$ cat src/rtl/uart_tx_pkg.sv
// Shared UART frame definitions: FSM state encoding, parity modes, default oversampling
// and the counter-width helper used by the serializer.
package uart_tx_pkg;

  typedef enum logic [2:0] {
    ST_IDLE   = 3'd0,
    ST_START  = 3'd1,
    ST_DATA   = 3'd2,
    ST_PARITY = 3'd3,
    ST_STOP   = 3'd4
  } tx_state_e;

  localparam int unsigned PARITY_NONE = 0;
  localparam int unsigned PARITY_ODD  = 1;
  localparam int unsigned PARITY_EVEN = 2;

  localparam int unsigned DEFAULT_OVERSAMPLE = 16;

  // Counter width for values 0..n-1, never narrower than one bit.
  function automatic int unsigned cnt_width(input int unsigned n);
    return (n <= 2) ? 1 : $clog2(n);
  endfunction

endpackage

$ cat src/rtl/uart_tx.sv
// UART serializer: one frame per accepted byte (start, data LSB first, optional parity, stop),
// paced by the shared oversampling tick from the baud rate generator.
module uart_tx
  import uart_tx_pkg::*;
#(
  parameter int unsigned DATA_BITS  = 8,
  parameter int unsigned OVERSAMPLE = DEFAULT_OVERSAMPLE,
  parameter int unsigned STOP_TICKS = 16,
  parameter int unsigned PARITY     = PARITY_NONE
) (
  input  logic                 i_clk,
  input  logic                 i_reset,
  input  logic                 i_tick,
  input  logic                 i_tx_start,
  input  logic [DATA_BITS-1:0] i_data,
  output logic                 o_tx,
  output logic                 o_busy,
  output logic                 o_tx_done_tick
);

  localparam int unsigned S_MAX = (OVERSAMPLE > STOP_TICKS) ? OVERSAMPLE : STOP_TICKS;
  localparam int unsigned S_W   = cnt_width(S_MAX);
  localparam int unsigned B_W   = cnt_width(DATA_BITS);

  localparam logic [S_W-1:0] S_BIT_LAST  = S_W'(OVERSAMPLE - 1);
  localparam logic [S_W-1:0] S_STOP_LAST = S_W'(STOP_TICKS - 1);
  localparam logic [B_W-1:0] B_LAST      = B_W'(DATA_BITS - 1);

  tx_state_e            r_state;
  tx_state_e            w_state_next;
  logic [S_W-1:0]       r_s;
  logic [S_W-1:0]       w_s_next;
  logic [B_W-1:0]       r_bit;
  logic [B_W-1:0]       w_bit_next;
  logic [DATA_BITS-1:0] r_shift;
  logic [DATA_BITS-1:0] w_shift_next;
  logic                 r_par;
  logic                 w_par_next;
  logic                 w_tx_next;
  logic                 w_busy_next;
  logic                 w_done_next;
  logic                 w_bit_end;
  logic                 w_stop_end;

  assign w_bit_end  = i_tick && (r_s == S_BIT_LAST);
  assign w_stop_end = i_tick && (r_s == S_STOP_LAST);

  always_ff @(posedge i_clk or negedge i_reset) begin
    if (!i_reset) begin
      r_state        <= ST_IDLE;
      r_s            <= '0;
      r_bit          <= '0;
      r_shift        <= '0;
      r_par          <= 1'b0;
      o_tx           <= 1'b1;
      o_busy         <= 1'b0;
      o_tx_done_tick <= 1'b0;
    end else begin
      r_state        <= w_state_next;
      r_s            <= w_s_next;
      r_bit          <= w_bit_next;
      r_shift        <= w_shift_next;
      r_par          <= w_par_next;
      o_tx           <= w_tx_next;
      o_busy         <= w_busy_next;
      o_tx_done_tick <= w_done_next;
    end
  end

  // Next state and datapath; line/busy are decoded from the next state so they register in step.
  always_comb begin
    w_state_next = r_state;
    w_s_next     = r_s;
    w_bit_next   = r_bit;
    w_shift_next = r_shift;
    w_par_next   = r_par;
    w_done_next  = 1'b0;
    w_tx_next    = 1'b1;
    w_busy_next  = 1'b0;

    case (r_state)
      ST_IDLE: begin
        if (i_tx_start) begin
          w_state_next = ST_START;
          w_shift_next = i_data;
          w_par_next   = (PARITY == PARITY_ODD) ? ~^i_data : ^i_data;
          w_s_next     = '0;
          w_bit_next   = '0;
        end
      end
      ST_START: begin
        if (w_bit_end) begin
          w_s_next     = '0;
          w_state_next = ST_DATA;
        end else if (i_tick) begin
          w_s_next = r_s + S_W'(1);
        end
      end
      ST_DATA: begin
        if (w_bit_end) begin
          w_s_next     = '0;
          w_shift_next = r_shift >> 1;
          if (r_bit == B_LAST) begin
            w_bit_next   = '0;
            w_state_next = (PARITY != PARITY_NONE) ? ST_PARITY : ST_STOP;
          end else begin
            w_bit_next = r_bit + B_W'(1);
          end
        end else if (i_tick) begin
          w_s_next = r_s + S_W'(1);
        end
      end
      ST_PARITY: begin
        if (w_bit_end) begin
          w_s_next     = '0;
          w_state_next = ST_STOP;
        end else if (i_tick) begin
          w_s_next = r_s + S_W'(1);
        end
      end
      ST_STOP: begin
        if (w_stop_end) begin
          w_s_next     = '0;
          w_state_next = ST_IDLE;
          w_done_next  = 1'b1;
        end else if (i_tick) begin
          w_s_next = r_s + S_W'(1);
        end
      end
      default: begin
        w_state_next = ST_IDLE;
      end
    endcase

    w_busy_next = (w_state_next != ST_IDLE);
    case (w_state_next)
      ST_START:  w_tx_next = 1'b0;
      ST_DATA:   w_tx_next = w_shift_next[0];
      ST_PARITY: w_tx_next = w_par_next;
      default:   w_tx_next = 1'b1;
    endcase
  end

endmodule
$ cat config.mk
export PLATFORM = sky130hd
export DESIGN_NAME = uart_tx
export DESIGN_NICKNAME = d
export VERILOG_FILES = /design/src/rtl/uart_tx_pkg.sv /design/src/rtl/uart_tx.sv
export SDC_FILE = /design/constraint.sdc
export NUM_CORES = 1
export LEC_CHECK = 0
export ABC_AREA = 1
export CAP_MARGIN = 10
export CORE_UTILIZATION = 45
export CTS_BUF_LIST = sky130_fd_sc_hd__clkbuf_16
export CTS_CLUSTER_DIAMETER = 40
export CTS_CLUSTER_SIZE = 25
export DETAILED_ROUTE_END_ITERATION = 16
export DONT_BUFFER_PORTS = 1
export MAX_ROUTING_LAYER = met4
export PLACE_DENSITY = 0.69
export SYNTH_ARGS = -nofsm -noshare
export SYNTH_HDL_FRONTEND = slang
export SYNTH_SLANG_ARGS = --single-unit
$ cat constraint.sdc
create_clock -name i_clk -period 3.5 [get_ports i_clk]
set_clock_uncertainty 0.15 [all_clocks]
set_input_delay 0.525 -clock i_clk [delete_from_list [all_inputs] [get_ports i_clk]]
set_output_delay 0.525 -clock i_clk [all_outputs]
set_load 0.03 [all_outputs]
==> results.ini, run 1 <==
[placed_design]
dp.final_hpwl_mm = 2.000
dp.cells = 211
pre_cts_ws_ns = 1.766
gp_congestion = 0.8157
port_buffers = 0
place_area_mm2 = 0.001375

[detailed_routing]
postRouteWirelength_mm = 2.647
vias = 1135
wire_per_inst_um = 12.25
route.top_layer_used = met4
drc = 4
wl_met2_mm = 1.320
dr_wl_met3_um = 122
initialDrtViolationCount = 58
first_pass_iters = 10
postRouteAntennaNets = 0
via_per_inst = 5.255
wl_met1_mm = 1.158

[global_route]
antenna_found_initial = 0
grt_start_max_net_pins = 23
grt_overflow_total = 0
grt_pass1_vias = 1164
grt_pass1_wl_mm = 4.761
grt_use_total = 0.1987

[final_layout]
fin_cells = 216
final_util = 0.5219
layout-drive-gt1-share = 0.1135
diodes = 0
nets = 201
layout_commonest_cell = nand2_1
stdcell_area_mm2 = 0.001464
final_cell_mix = nand2_1 (74), inv_1 (25), dfrtp_1 (21)
syn_to_final_growth_pct = 7.536
fillers = 264

[logic_synthesis]
synth_top_area_cell = dfrtp_1
avgSynthCellArea_um2 = 7.480
synth_warnings = 0
ys_top_cells_by_area = dfrtp_1 (39%), nand2_1 (20%), inv_1 (6.9%), a22oi_1 (3.3%), nand3_1 (2.9%)
synth.top_cell.area_share = 0.3860
ys_seq_area_frac = 0.4053
netlist_area_mm2 = 0.001361
ys_ff_latch = 22
synthCells = 182
synth_cell_types = 25
synth_fp_nets = 197

[sta]
setup_tns_ns = 0
grt_setup_unrepaired = false
max_freq_mhz = 574.9
hold_viol = 0
slew_viol_final = 0
fin_crit_sh = 0.4970
post-route-min-period_ns = 1.739
tightest_slew_ns = 0.9916
max-slew-margin-rel = 0.3367
finalSetupViolCount = 0
setup_ws_ns = 1.761

[worst_setup_path]
cp.arrival_ns = 1.73
regToRegSetupSlack_ns = 1.76
r2r-end = r_bit[0]
crit_required_ns = 3.49
crit_path_end_kind = register
worstSetupPathType = register to register
r2r_cells = 6
cp-start-kind = register
r2r-start = r_state[1]
worstPathMaxFanout = 14

[min_path]
hp-class = input port to register
hold_path_end = r_shift[7]
min-delay-start = i_data[7]
hold_depth = 2

[job]
max_cap_viol_count = 0

[die]
dieArea_mm2 = 0.003249
rows = 19
dieHeight_um = 57
die_w_um = 57
core_area_mm2 = 0.002805
start_util = 0.4853
boundaryPins = 15

[cts]
clockBufferDepth = 2
htreeDepth = 1
post_cts_buffers = 0
numCtsBuffers = 3
worst_skew_pair.late_latency_ns = 0.26
path_clk_slew_ns = 0.06
cts_tree = yes
cts-resized-gates = 0
cts_root_buf = clkbuf_16
clkSinkCount = 22
hold_buffers = 1

[power_and_ir_drop]
p_leak_nw = 0.8102
powerDensity_mw_per_mm2 = 704.7
vdd_drop_max_uv = 473.1

[outcome]
outcome = finished with violations
violations = design-rule violations

==> flip-flops by register name (all words and copies together), names as in the netlist <==
name / count
r_shift: 8
r_s: 4
r_bit: 3
r_state: 3
o_busy: 1
o_tx: 1
o_tx_done_tick: 1
r_par: 1
==> worst max-delay path by stage <==
stage                           from       end  slack (ns)  cells past startpoint
after floorplan               r_s[0]    o_busy        1.96                      7
after global placement        r_s[0]    o_busy        1.85                      7
after detailed placement  r_state[1]  r_bit[0]        1.77                      6
after CTS                 r_state[1]  r_bit[0]        1.77                      6
after global routing         i_reset  r_bit[2]        1.63                      1
final                     r_state[1]  r_bit[0]        1.76                      6
==> cell usage after synthesis <==
cell      count
or2_2         1
o21ai_2       2
nor2_1        9
a21boi_0      1
clkbuf_8      1
inv_1        25
dfrtp_1      21
o21ai_1       2
xor2_1        2
ha_1          3
o21ai_0       7
nand2_2       2
nand3_1       8
xnor2_1       1
nand3_2       4
dfstp_2       1
a22oi_1       6
nor2_2        2
nor2_4        3
nand2_1      74
a31oi_1       1
nor3_1        2
nand4_4       1
buf_6         1
a21oi_2       2
==> power by group <==
group | internal (mW) | switching (mW) | total (mW)
logic | 0.130 | 0.186 | 0.316
registers | 0.367 | 0.106 | 0.473
clock network | 0.152 | 0.0899 | 0.242
==> stage by stage <==
stage / hold WS, ns / total power [mW]
2_1_floorplan: 0.07941 / 0.7203
3_3_place_gp: 0.07984 / 0.7626
4_1_cts: 0.2504 / 1.040
5_1_grt: 0.2678 / 1.115
6_report: 0.2484 / 1.032
3_5_place_dp: 0.07976 / 0.7880
==> layer usage <==
layer,track usage,vias up
met2,0.3479,18
met4,0.08362,0
li1,-,578
met3,0.04535,4
met5,-,-
met1,0.2162,535
==> cells by family (layout without fill, tap and decap cells) <==
| group | count (synthesis) | after routing | synth area share |
|---|---|---|---|
| AOI/OAI and AO/OA | 21 | 21 | 0.1020 |
| xor gates and xnor gates | 3 | 3 | 0.01930 |
| adders and majority gates | 3 | 3 | 0.02758 |
| buffers and inverters | 27 | 30 | 0.08731 |
| DFF | 22 | 22 | 0.4053 |
| and+or+nand+nor | 106 | 106 | 0.3585 |
==> layout make-up <==
class / count / area, µm² / area share
sequential: 22 / 551.8 / 0.3769
inverter: 25 / 93.84 / 0.06410
timing repair buffer: 1 / 10.01 / 0.006838
multi-input combinational: 133 / 690.7 / 0.4718
tap: 31 / 38.79 / 0.02650
clock buffer: 3 / 75.07 / 0.05128
clock inverter: 1 / 3.754 / 0.002564
==> critical path, stage by stage (launching register included) <==
cell and delay (ns):
dfrtp_1 0.46, nor2_2 0.19, nand2_1 0.11, nor2_4 0.31, nor2_4 0.16, a31oi_1 0.20, a21oi_2 0.04
Power figures use the tool's default switching activity.
==> run 2, diff against run 1 <==
PLACE_DENSITY = 0.71   (was 0.69)
clock period = 1.6 ns   (was 3.5 ns; I/O delays follow)
==> run 2 against run 1 <==
Compared with the run above: the flow finishes with violations (design-rule violations, negative hold slack); design area increased by 14%; worst setup slack got worse by 1.7 ns; count of clock-buffer cells in the layout did not move; sequential power up 120%; power grew 140%; critical path type unchanged.
==> results.ini, run 2 (synthesized netlist as in run 1, its figures left out) <==
[worst_setup_path]
crit_path_end_kind = register  ; unchanged
regToRegSetupSlack_ns = 0.07  ; was 1.76 ns
cp.arrival_ns = 1.58  ; was 1.73 ns
worstSetupPathType = register to register  ; unchanged
worstPathMaxFanout = 8  ; was 14
r2r-end = r_shift[4]  ; was r_bit[0]
cp-start-kind = register  ; unchanged
r2r_cells = 7  ; was 6
crit_required_ns = 1.64  ; was 3.49 ns
crit_end = r_shift[4]  ; was r_bit[0]
critPathLaunch = r_state[0]  ; was r_state[1]
r2r-start = r_state[0]  ; was r_state[1]

[cts]
numCtsBuffers = 3  ; unchanged
cts_tree = yes  ; unchanged
path_clk_slew_ns = 0.06  ; about the same
cts_root_buf = clkbuf_16  ; unchanged
worst_skew_pair.late_latency_ns = 0.25  ; was 0.26 ns
clockBufferDepth = 2  ; unchanged
clkSinkCount = 22  ; unchanged
htreeDepth = 1  ; unchanged

[sta]
hold_viol = 3  ; was 0
max_freq_mhz = 652.1  ; was 574.9 MHz
post-route-min-period_ns = 1.534  ; was 1.739 ns
slew_viol_final = 0  ; unchanged
tightest_slew_ns = 0.9926  ; was 0.9916 ns
hold-worst-slack_ns = -0.007745  ; was 0.2484 ns
grt_setup_unrepaired = true  ; was false
finalSetupViolCount = 0  ; unchanged
fin_crit_sh = 0.9585  ; was 0.4970
max-slew-margin-rel = 0.3383  ; was 0.3367

[die]
boundaryPins = 15  ; unchanged
core_area_mm2 = 0.002805  ; unchanged
dieHeight_um = 57  ; unchanged
start_util = 0.4853  ; unchanged
die_w_um = 57  ; unchanged
dieArea_mm2 = 0.003249  ; unchanged
rows = 19  ; unchanged

[power_and_ir_drop]
pwr-share-comb = 0.365  ; was 0.306
pwr-share-clk = 0.215  ; was 0.235
powerDensity_mw_per_mm2 = 1456  ; was 704.7 mW/mm²
finalPower_mw = 2.440  ; was 1.032 mW
p_int_mw = 1.555  ; was 0.6490 mW
p_switching_mw = 0.8846  ; was 0.3825 mW
swShare = 0.3626  ; was 0.3708
power_frac_seq = 0.420  ; was 0.459
vdd_drop_max_uv = 786.8  ; was 473.1 µV
p_leak_nw = 0.9158  ; was 0.8102 nW

[final_layout]
diodes = 0  ; unchanged
final_util = 0.5972  ; was 0.5219
nets = 222  ; was 201
largest_register_ffs = 8  ; unchanged
syn_to_final_growth_pct = 23.07  ; was 7.536%
final_cell_mix = nand2_1 (74), inv_1 (23), dfrtp_1 (20)  ; was nand2_1 (74), inv_1 (25), dfrtp_1 (21)
layout-drive-gt1-share = 0.2184  ; was 0.1135
reg.largest.list = r_shift (8), r_s (4)  ; unchanged
layout_commonest_cell = nand2_1  ; unchanged
top_register = r_shift  ; unchanged

[global_route]
antenna_found_initial = 0  ; unchanged
grt_pass1_vias = 1271  ; was 1164
grt_start_max_net_pins = 23  ; unchanged
grt_pass1_wl_mm = 5.037  ; was 4.761 mm
grt_overflow_total = 0  ; unchanged
grt_use_total = 0.2044  ; was 0.1987

[detailed_routing]
vias = 1214  ; was 1135
drc = 2  ; was 4
via_per_inst = 5.122  ; was 5.255
postRouteAntennaNets = 0  ; unchanged
initialDrtViolationCount = 45  ; was 58
postRouteWirelength_mm = 2.766  ; was 2.647 mm
wire_per_inst_um = 11.67  ; was 12.25 µm
first_pass_iters = 10  ; unchanged

[placed_design]
dp.final_hpwl_mm = 1.969  ; was 2.000 mm
gp_congestion = 0.8552  ; was 0.8157
port_buffers = 0  ; unchanged

[outcome]
outcome = finished with violations  ; unchanged
violations = design-rule violations, negative hold slack  ; was design-rule violations

[min_path]
hp-class = input port to register  ; unchanged

[job]
max_cap_viol_count = 0  ; unchanged

## run 2: cell type report
class	instances	area, µm²
Sequential cell	22	553.0
Inverter	25	96.34
Clock buffer	3	75.07
Timing Repair Buffer	21	178.9
Tap cell	31	38.79
Fill cell	255	1130
Multi-Input combinational cell	134	729.5
Clock inverter	1	3.754
## run 2: per-stage QoR
stage	cell area [µm²]	setup TNS [ns]	hold WS, ns	worst slack [ns]	instances
floorplan	1361	0	-0.2056	0.06381	182
global placement	1443	0	-0.2052	0.04290	220
detailed placement	1443	-0.03641	-0.2053	-0.02590	220
CTS	1584	0	0.001283	0.004354	230
global route	1675	-0.1274	0.01225	-0.03685	237
finish	1675	0	-0.007745	0.06640	237
## run 2: worst min path at each step
stage,startpoint,to,depth (start not counted)
2_1_floorplan,i_reset,o_busy,0
3_3_place_gp,i_reset,r_state[1],0
3_5_place_dp,i_reset,r_state[1],0
4_1_cts,i_data[3],r_shift[3],2
5_1_grt,i_data[3],r_shift[3],2
6_report,i_data[4],r_shift[4],2
## run 2: timing repair
action,4_1_cts,5_1_grt
hold buffers,6,0
gates resized for setup,1,14
cloned,0,1
buffers inserted,0,6
pin swaps,0,6
endpoints found under the setup margin,5,8
hold endpoints to repair,27,0
## run 2: critical path, cell delays in order, from the launching register on
cell	delay [ns]
dfrtp_2	0.43
nor2_4	0.14
nand2_1	0.10
nor2_4	0.26
buf_6	0.14
buf_4	0.11
a22oi_1	0.08
nand2_1	0.06
## run 2: routing by layer
metal / global-route usage / vias up / part of all wire / wire length [µm]
li1: - / 624 / - / -
met1: 0.2286 / 567 / 0.45 / 1233
met2: 0.3613 / 16 / 0.50 / 1389
met3: 0.03175 / 7 / 0.030 / 82
met4: 0.08711 / 0 / 0.022 / 61
met5: - / - / 0 / 0
## run 2: power groups by stage
stage / logic (mW) / registers, mW / clock network, mW
finish: 0.890 / 1.02 / 0.525
global route: 1.05 / 1.05 / 0.551
CTS: 0.783 / 1.00 / 0.530
detailed placement: 0.748 / 1.01 / 0
global placement: 0.718 / 1.00 / 0
floorplan: 0.582 / 0.993 / 0
==> run 3, diff against run 2 <==
ABC_AREA = default   (was 1)
HOLD_SLACK_MARGIN = 0.15   (was default)
SETUP_SLACK_MARGIN = 0.3   (was default)
==> run 3 against run 2 <==
Compared with the run above: the run ends with negative setup slack left; worst hold slack gained 0.083 ns; first-iteration DRC count fell by 64%; global-route usage up 6.8 points; largest power group is now combinational logic.
==> results.ini, run 3 <==
[worst_setup_path]
worstPathMaxFanout = 4  ; was 8
r2r-start = r_state[2]  ; was r_state[0]
cp-start-kind = register  ; unchanged
crit_required_ns = 1.63  ; was 1.64 ns
worstPathCellList = or2b_2 -> o31a_4 -> a221o_1 -> o32a_1  ; was nor2_4 -> nand2_1 -> nor2_4 -> buf_6 -> buf_4 -> a22oi_1 -> nand2_1
path_delay_family = compound AO/OA/AOI/OAI gates  ; was simple AND/OR/NAND/NOR gates
cpPeakStageDelay_ns = 0.43  ; about the same
worst_path_max_delay_cell = dfrtp_1  ; was dfrtp_2
cp.arrival_ns = 2.04  ; was 1.58 ns
r2r_cells = 4  ; was 7
r2r-end = o_tx  ; was r_shift[4]
worstSetupPathType = register to register  ; unchanged
regToRegSetupSlack_ns = -0.41  ; was 0.07 ns
crit_path_end_kind = register  ; unchanged
cp_num_buf_inv = 0  ; was 2

[die]
dieArea_mm2 = 0.002730  ; was 0.003249 mm²
rows = 17  ; was 19
start_util = 0.4946  ; was 0.4853
dieHeight_um = 52.25  ; was 57 µm
core_area_mm2 = 0.002297  ; was 0.002805 mm²
die_w_um = 52.25  ; was 57 µm
boundaryPins = 15  ; unchanged

[logic_synthesis]
synth_warnings = 0  ; unchanged
ys_ff_latch = 22  ; unchanged
yosysMostFrequentCell = nand2_1  ; unchanged
ys_top_cells_by_count = nand2_1 (22), dfrtp_1 (21), xnor2_1 (7)  ; was nand2_1 (74), inv_1 (25), dfrtp_1 (21), nor2_1 (9), nand3_1 (8)
avgSynthCellArea_um2 = 10.05  ; was 7.480 µm²
async_flop_share = 1.000  ; unchanged
synth_cell_types = 38  ; was 25
synth_top_area_cell = dfrtp_1  ; unchanged
synth_fp_nets = 128  ; was 197
ys_seq_area_frac = 0.4857  ; was 0.4053
netlist_area_mm2 = 0.001136  ; was 0.001361 mm²
synth_ff_type = dfrtp_1  ; unchanged
ys_top_cells_by_area = dfrtp_1 (46%), nand2_1 (7.3%), xnor2_1 (5.4%), a22oi_1 (4.0%), ha_1 (3.3%)  ; was dfrtp_1 (39%), nand2_1 (20%), inv_1 (6.9%), a22oi_1 (3.3%), nand3_1 (2.9%)
synth-edff-count = 0  ; unchanged
synth.top_cell.area_share = 0.4626  ; was 0.3860
synthCells = 113  ; was 182

[final_layout]
layout_commonest_cell = dfrtp_1  ; was nand2_1
nets = 167  ; was 222
final_util = 0.7565  ; was 0.5972
layout-drive-gt1-share = 0.4437  ; was 0.2184
area.sequential_um2 = 551.8  ; was 553.0 µm²
top_register = r_shift  ; unchanged
multiInputGateArea_um2 = 664.4  ; was 729.5 µm²
final_cell_mix = dfrtp_1 (21), nand2_1 (19), buf_4 (19)  ; was nand2_1 (74), inv_1 (23), dfrtp_1 (20)
reg.largest.list = r_shift (8), r_s (4)  ; unchanged
diodes = 0  ; unchanged
largest_register_ffs = 8  ; unchanged
fillers = 148  ; was 255
syn_to_final_growth_pct = 52.97  ; was 23.07%

[sta]
max-slew-margin-rel = 0.3289  ; was 0.3383
setup_ws_ns = -0.4062  ; was 0.06640 ns
slew_viol_final = 0  ; unchanged
max_freq_mhz = 498.5  ; was 652.1 MHz
grt_setup_unrepaired = true  ; unchanged
hold_viol = 0  ; was 3
finalSetupViolCount = 20  ; was 0
post-route-min-period_ns = 2.006  ; was 1.534 ns
tightest_slew_ns = 1.007  ; was 0.9926 ns
fin_crit_sh = 1.254  ; was 0.9585
hold-worst-slack_ns = 0.07521  ; was -0.007745 ns

[cts]
clkSinkCount = 22  ; unchanged
numCtsBuffers = 3  ; unchanged
hold_buffers = 9  ; was 6
htreeDepth = 1  ; unchanged
cts_root_buf = clkbuf_16  ; unchanged
worst_skew_pair.late_latency_ns = 0.26  ; was 0.25 ns
clockBufferDepth = 2  ; unchanged
path_clk_slew_ns = 0.06  ; about the same
cts_tree = yes  ; unchanged

[placed_design]
gp_congestion = 0.8444  ; was 0.8552
dp.final_hpwl_mm = 1.874  ; was 1.969 mm
port_buffers = 0  ; unchanged

[global_route]
grt-busiest-layer = met2  ; unchanged
grt_overflow_total = 0  ; unchanged
grt_use_total = 0.2721  ; was 0.2044
grt_pass1_vias = 1131  ; was 1271
grtUsageMet1 = 0.2876  ; was 0.2286
grt_start_max_net_pins = 23  ; unchanged
grt_use_met3 = 0.06667  ; was 0.03175
grt_pass1_wl_mm = 5.016  ; was 5.037 mm
met2_usage = 0.4786  ; was 0.3613
antenna_found_initial = 0  ; unchanged

[power_and_ir_drop]
p_leak_nw = 0.8074  ; was 0.9158 nW
pwr-share-comb = 0.432  ; was 0.365
power_frac_seq = 0.327  ; was 0.420
powerDensity_mw_per_mm2 = 1678  ; was 1456 mW/mm²
vdd_drop_max_uv = 1225  ; was 786.8 µV
p_switching_mw = 0.9949  ; was 0.8846 mW
swShare = 0.3411  ; was 0.3626
p_int_mw = 1.922  ; was 1.555 mW
pwr-share-clk = 0.241  ; was 0.215

[detailed_routing]
wire_per_inst_um = 18.19  ; was 11.67 µm
postRouteAntennaNets = 0  ; unchanged
via_per_inst = 5.844  ; was 5.122
initialDrtViolationCount = 16  ; was 45
drc = 0  ; was 2
first_pass_iters = 4  ; was 10
vias = 1046  ; was 1214
postRouteWirelength_mm = 3.256  ; was 2.766 mm

[job]
max_cap_viol_count = 0  ; unchanged

[outcome]
violations = negative setup slack  ; was design-rule violations, negative hold slack
outcome = finished with violations  ; unchanged

[min_path]
hp-class = input port to asynchronous set/reset pin  ; was input port to register

[run 3: worst register-to-register path, delay by kind of cell, from the launching register on]
family	cells	cell delay, ns
AO/OA/AOI/OAI	3	1.02
flip-flops	1	0.43
AND/OR/NAND/NOR	1	0.34
[run 3: cells by family after synthesis]
family | synth area share
simple gates | 0.2104
xor+xnor | 0.06168
flops | 0.4857
fa+ha+maj | 0.03304
compound gates | 0.1674
buf+inv | 0.04185
[run 3: repair_timing]
item                       in CTS  in global routing
setup endpoints to repair      22                 44
hold endpoints to repair       34                  1
gates resized for setup        22                 21
buffers inserted                9                  1
pin swaps                      10                 20
gates cloned                    0                  1
[run 3: how the worst max path moves through the flow]
stage | from | end | slack (ns) | cells past startpoint
after floorplan | r_state[2] | o_tx | -0.52 | 6
after global placement | r_s[1] | o_tx | -0.33 | 5
after detailed placement | r_s[1] | o_tx | -0.39 | 5
after CTS | r_state[2] | o_tx | -0.38 | 4
after global routing | r_s[1] | o_tx | -0.48 | 5
final | r_state[2] | o_tx | -0.41 | 4
[run 3: per-layer routing]
metal,wire (µm),share of wire,vias up
li1,-,-,479
met1,1318,0.40,522
met2,1690,0.52,33
met3,126,0.039,12
met4,121,0.037,0
met5,0,0,-
[run 3: power by group through the flow]
stage	Sequential (mW)	Clock, mW	Combinational [mW]
2_1_floorplan	0.916	0	0.630
4_1_cts	0.935	0.708	1.13
6_report	0.954	0.702	1.26
5_1_grt	0.973	0.733	1.36
3_5_place_dp	0.941	0	0.943
3_3_place_gp	0.932	0	0.901
[run 3: cell type report]
cell class | count | share of cell area
well taps | 28 | 0.02016
multi-input cells | 83 | 0.3823
flip-flops and latches | 22 | 0.3175
repair buffers | 40 | 0.2153
inverters | 2 | 0.004320
clock inverters | 1 | 0.01728
clock buffers | 3 | 0.04320
[run 3: metrics by stage]
| stage | std cells | cell area [µm²] | TNS [ns] | total power, mW | setup WS [ns] |
|---|---|---|---|---|---|
| 6_report | 179 | 1738 | -5.123 | 2.917 | -0.4062 |
| 5_1_grt | 179 | 1738 | -6.275 | 3.065 | -0.4764 |
| 4_1_cts | 177 | 1648 | -4.189 | 2.778 | -0.3805 |
| 3_5_place_dp | 155 | 1306 | -2.083 | 1.884 | -0.3917 |
| 3_3_place_gp | 155 | 1306 | -1.172 | 1.833 | -0.3269 |
| 2_1_floorplan | 113 | 1175 | -1.642 | 1.546 | -0.5195 |
